--- config.mk ---
export PLATFORM = sky130hd
export DESIGN_NAME = mem_port_arbiter3
export DESIGN_NICKNAME = d
export VERILOG_FILES = /design/src/rtl/mem_port_arbiter3.sv
export SDC_FILE = /design/constraint.sdc
export NUM_CORES = 1
export LEC_CHECK = 0
export BUFFER_PORTS_ARGS = -buffer_cell sky130_fd_sc_hd__buf_4
export CAP_MARGIN = 20
export CORE_UTILIZATION = 37
export CTS_BUF_LIST = sky130_fd_sc_hd__clkbuf_16
export CTS_CLUSTER_DIAMETER = 80
export DETAILED_ROUTE_END_ITERATION = 10
export PLACE_DENSITY = 0.76
export SLEW_MARGIN = 10
export SYNTH_ARGS = -nofsm -noshare
export SYNTH_HDL_FRONTEND = slang
export SYNTH_SLANG_ARGS = --single-unit
export TNS_END_PERCENT = 10
--- constraint.sdc ---
create_clock -name clk_i -period 1.34 [get_ports clk_i]
set_clock_uncertainty 0.1 [all_clocks]
set_input_delay 0.134 -clock clk_i [delete_from_list [all_inputs] [get_ports clk_i]]
set_output_delay 0.134 -clock clk_i [all_outputs]
set_load 0.03 [all_outputs]
--- src/rtl/mem_port_arbiter3.sv ---
// Round-robin arbiter/sequencer sharing one memory port among I-refill, D-refill and D-writeback.
// Optional BUSY watchdog is compiled in with `define ARB_WATCHDOG_EN.
//
// state | meaning
// IDLE  | no transaction; arbitrates every cycle, incl. the cycle carrying done_o
// BUSY  | grant held, mem_req_o high, waiting for mem_ack_i (or watchdog expiry)
module mem_port_arbiter3 #(
  parameter int TIMEOUT = 64,
  parameter int CNT_W   = 8
) (
  input  logic       clk_i,
  input  logic       rst_i,
  input  logic [2:0] req_i,
  output logic [2:0] gnt_o,
  output logic [1:0] sel_o,
  output logic       mem_req_o,
  input  logic       mem_ack_i,
  output logic [2:0] done_o,
  output logic       busy_o,
  output logic       timeout_o
);

  typedef enum logic {IDLE, BUSY} state_t;

  state_t     state_q, state_d;
  logic [2:0] gnt_q, gnt_d;
  logic [2:0] done_q, done_d;
  logic [1:0] sel_q, sel_d;
  logic [1:0] ptr_q, ptr_d;
  logic [1:0] p0, p1, p2, win;
  logic       found;

  if (TIMEOUT < 2 || TIMEOUT > 255 || (TIMEOUT - 1) >= (1 << CNT_W)) begin : g_bad_cfg
    $error("mem_port_arbiter3: TIMEOUT must be 2..255 and fit in CNT_W bits");
  end

  function automatic logic [1:0] inc3(input logic [1:0] p);
    return (p == 2'd2) ? 2'd0 : p + 2'd1;
  endfunction

  // Scan from the farthest candidate back so the one closest to ptr wins.
  always_comb begin
    p0    = ptr_q;
    p1    = inc3(p0);
    p2    = inc3(p1);
    win   = p0;
    found = 1'b0;
    if (req_i[p2]) begin win = p2; found = 1'b1; end
    if (req_i[p1]) begin win = p1; found = 1'b1; end
    if (req_i[p0]) begin win = p0; found = 1'b1; end
  end

`ifdef ARB_WATCHDOG_EN
  logic [CNT_W-1:0] cnt_q, cnt_d;
  logic             timeout_q, timeout_d;
`endif

  always_comb begin
    state_d = state_q;
    gnt_d   = gnt_q;
    sel_d   = sel_q;
    ptr_d   = ptr_q;
    done_d  = 3'b000;
`ifdef ARB_WATCHDOG_EN
    cnt_d     = cnt_q;
    timeout_d = 1'b0;
`endif
    case (state_q)
      IDLE: begin
        if (found) begin
          state_d = BUSY;
          gnt_d   = 3'b001 << win;
          sel_d   = win;
`ifdef ARB_WATCHDOG_EN
          cnt_d   = '0;
`endif
        end
      end
      BUSY: begin
        if (mem_ack_i) begin
          state_d = IDLE;
          gnt_d   = 3'b000;
          done_d  = gnt_q;
          ptr_d   = inc3(sel_q);
        end
`ifdef ARB_WATCHDOG_EN
        else if (cnt_q == CNT_W'(TIMEOUT - 1)) begin
          state_d   = IDLE;
          gnt_d     = 3'b000;
          timeout_d = 1'b1;
          ptr_d     = inc3(sel_q);
        end else begin
          cnt_d = cnt_q + 1'b1;
        end
`endif
      end
      default: state_d = IDLE;
    endcase
  end

  always_ff @(posedge clk_i) begin
    if (rst_i) begin
      state_q <= IDLE;
      gnt_q   <= 3'b000;
      sel_q   <= 2'd0;
      ptr_q   <= 2'd0;
      done_q  <= 3'b000;
`ifdef ARB_WATCHDOG_EN
      cnt_q     <= '0;
      timeout_q <= 1'b0;
`endif
    end else begin
      state_q <= state_d;
      gnt_q   <= gnt_d;
      sel_q   <= sel_d;
      ptr_q   <= ptr_d;
      done_q  <= done_d;
`ifdef ARB_WATCHDOG_EN
      cnt_q     <= cnt_d;
      timeout_q <= timeout_d;
`endif
    end
  end

  assign gnt_o     = gnt_q;
  assign sel_o     = sel_q;
  assign done_o    = done_q;
  assign mem_req_o = (state_q == BUSY);
  assign busy_o    = (state_q == BUSY);
`ifdef ARB_WATCHDOG_EN
  assign timeout_o = timeout_q;
`else
  assign timeout_o = 1'b0;
`endif

endmodule

==> key figures <==
Layout
  • Multi-input gate area: 251.5 µm²
  • Most common cell after layout, fill and taps aside: buf_4
  • Antenna Cells: 0
  • Fraction of layout cells with a size suffix above 1: 0.3467
  • Fin util: 0.5648
  • Most frequent cells in the layout: buf_4, dfxtp_1, a21oi_1
  • Area growth, synth to finish: 42.51%
  • Register area: 226.5 µm²
  • # fillers: 129
  • Final #Nets: 82

Pwr
  • Power after layout: 1.047 mW
  • Sw power: 0.2447 mW
  • Power Density: 1443 nW/µm²
  • Switch share: 0.2338
  • Comb pwr share: 0.144
  • Leakage: 0.3216 nW
  • Part of the power in registers: 0.346
  • Clock power frac: 0.510
  • Worst VDD drop: 0.8280 mV
  • Int Pwr: 0.8021 mW

Synth
  • Asr flop ratio synth: 0
  • Post-synth top area cell: dfxtp_1
  • Number of synthesized flops with an enable pin: 0
  • Cell Area, Synth: 509.2 µm²
  • Most frequently used flop master after synthesis: dfxtp_1
  • Top-area cell type share of the netlist area: 0.4324
  • Area contributors post-synth: dfxtp_1, a21oi_1, nor3b_1
  • Register area share after synthesis: 0.4324
  • Cell variety after synth: 23
  • Register bit total from synthesis: 11
  • Syn_area_per_cell: 8.934 µm²
  • Post-Synthesis Net Count: 63
  • Warnings, synthesis: 0
  • Syn Inst Count: 57

Global routing
  • First-pass GRT wire length: 1621 µm
  • GRT Overall Usage: 0.1677
  • Vias in the first global route: 414
  • Overflow after GRT: 0
  • Initial antenna violation count: 0
  • Largest net degree at the start of global routing: 11

Worst setup path
  • CP Cell Sequence: a21bo_4 > a21oi_4 > and4b_1 > a41o_1
  • Critical path startpoint category: register
  • Critical path capture point type: register
  • Worst path required time: 1370 ps
  • Worst-path fanout max: 5
  • Setup CP Type: register to register
  • Slowest-stage cell, CP: dfxtp_4
  • Worst Path Arrival: 1330 ps
  • CP max stage delay: 350 ps

Routing
  • Detail Route Antenna Nets: 0
  • WL/cell: 12.20 µm
  • # DRC: 0
  • Vias: 471
  • Drt total wl: 1098 µm
  • Via density: 5.233
  • Pre-antenna DRT Iters: 4
  • First-iteration detailed-routing DRC count: 4

Timing
  • Peak Freq: 771.2 MHz
  • Fin crit period: 1297 ps
  • PnR worst setup slack: 43.32 ps
  • Endpoints failing hold: 0
  • Final setup viols: 0
  • RSZ-0062 raised after global routing: false
  • Max Slew Vio Count: 0
  • Final period util: 0.9677

Placed design
  • Final RePlAce weighted congestion: 0.8592
  • DP HPWL: 733.5 µm
  • Post-place setup slack: -1.350 ps
  • I/O Buffers: 15

Floorplanning
  • Die span in y: 39.10 µm
  • Core Region: 1285 µm²
  • Row count: 13
  • IO Pins: 17
  • Total die area: 1529 µm²
  • Initial cell density of the core: 0.3963
  • Die width: 39.10 µm

CTS
  • Skew-Pair Late Insertion Delay: 240 ps
  • Clk Tree Root Cell: clkbuf_16
  • CTS clk-pin slew, worst paths: 40 ps
  • CTS tree: done
  • Clock sink count: 11
  • Num CTS Buffers: 3
  • CTS max path bufs: 2
  • H-tree levels: 1

Job
  • Number of max-cap violations: 0

Run status
  • Outcome: completed

Worst hold path
  • Worst hold path class: primary input to register
==> cells in the mapped netlist (2+ instances only) <==
| cell | number |
|---|---|
| nand3b_1 | 2 |
| nor3_1 | 3 |
| nand2b_1 | 3 |
| a21oi_1 | 7 |
| buf_4 | 2 |
| nor3b_1 | 4 |
| inv_1 | 4 |
| dfxtp_1 | 11 |
| clkbuf_1 | 2 |
| nand2_1 | 2 |
| nor2_1 | 4 |
| a211oi_1 | 2 |
==> critical path: cells and delay by family (launching register included) <==
| kind | cells | cell delay [ps] |
|---|---|---|
| AOI/OAI and AO/OA | 3 | 540 |
| DFF | 1 | 350 |
| and+or+nand+nor | 1 | 200 |
==> routing by layer <==
metal	vias up	share of wire	GRT usage
met5	-	0	0
met4	0	0.019	0.1034
met3	4	0.050	0.08671
met2	12	0.50	0.2583
met1	222	0.43	0.1783
li1	233	-	-
==> repair_timing <==
| action | in CTS | in global routing |
|---|---|---|
| buffers inserted | 0 | 1 |
| endpoints found under the setup margin | 1 | 3 |
| hold buffers | 0 | 0 |
| resized for setup | 1 | 3 |
| pin swaps | 0 | 2 |
==> cells by family (layout without fill, tap and decap cells) <==
group | after synthesis | count (layout) | synth area share
AOI/OAI and AO/OA | 16 | 16 | 0.2408
DFF | 11 | 11 | 0.4324
and+or+nand+nor | 21 | 21 | 0.2457
buffers and inverters | 8 | 26 | 0.07370
other | 1 | 1 | 0.007364
==> state kept, by name, summed over array words and instances (netlist names) <==
name    flops
p0          2
gnt_o       3
done_o      3
sel_o       2
busy_o      1
==> through the flow <==
stage | instance area [µm²] | instances | hold slack [ps] | TNS (ps)
after global routing | 725.7 | 90 | 43.33 | 0
after detailed placement | 634.4 | 85 | 279.5 | -1.350
final | 725.7 | 90 | 35.23 | 0
after floorplan | 510.5 | 57 | 294.7 | -0.4650
after CTS | 714.4 | 89 | 27.61 | 0
after global placement | 634.4 | 85 | 285.9 | 0
==> worst paths after layout <==
kind / startpoint / to / slack, ps / cells after the start
min reg2reg: gnt_o[0]$_SDFFE_PP0P_ / done_o[0]$_SDFF_PP0_ / 390 / 1
max: p0[1]$_SDFFE_PP0P_ / gnt_o[0]$_SDFFE_PP0P_ / 40 / 4
max reg2reg: p0[1]$_SDFFE_PP0P_ / gnt_o[0]$_SDFFE_PP0P_ / 40 / 4
min: rst_i / p0[1]$_SDFFE_PP0P_ / 40 / 2
==> final cells by class <==
cell class                 instances  share of cell area
tap                               15             0.02586
multi-input combinational         38              0.3466
clock inverter                     1            0.005172
sequential                        11              0.3121
inverter                           4             0.02069
clock buffer                       3              0.1034
timing repair buffer              18              0.1862
==> power by group through the flow <==
stage	clock (mW)	sequential, mW	combinational, mW
after floorplan	0	0.391	0.0731
after global placement	0	0.367	0.147
after detailed placement	0	0.367	0.149
after CTS	0.545	0.363	0.149
after global routing	0.560	0.364	0.163
final	0.533	0.362	0.151
Note: power is estimated with default switching activity, not from simulation.
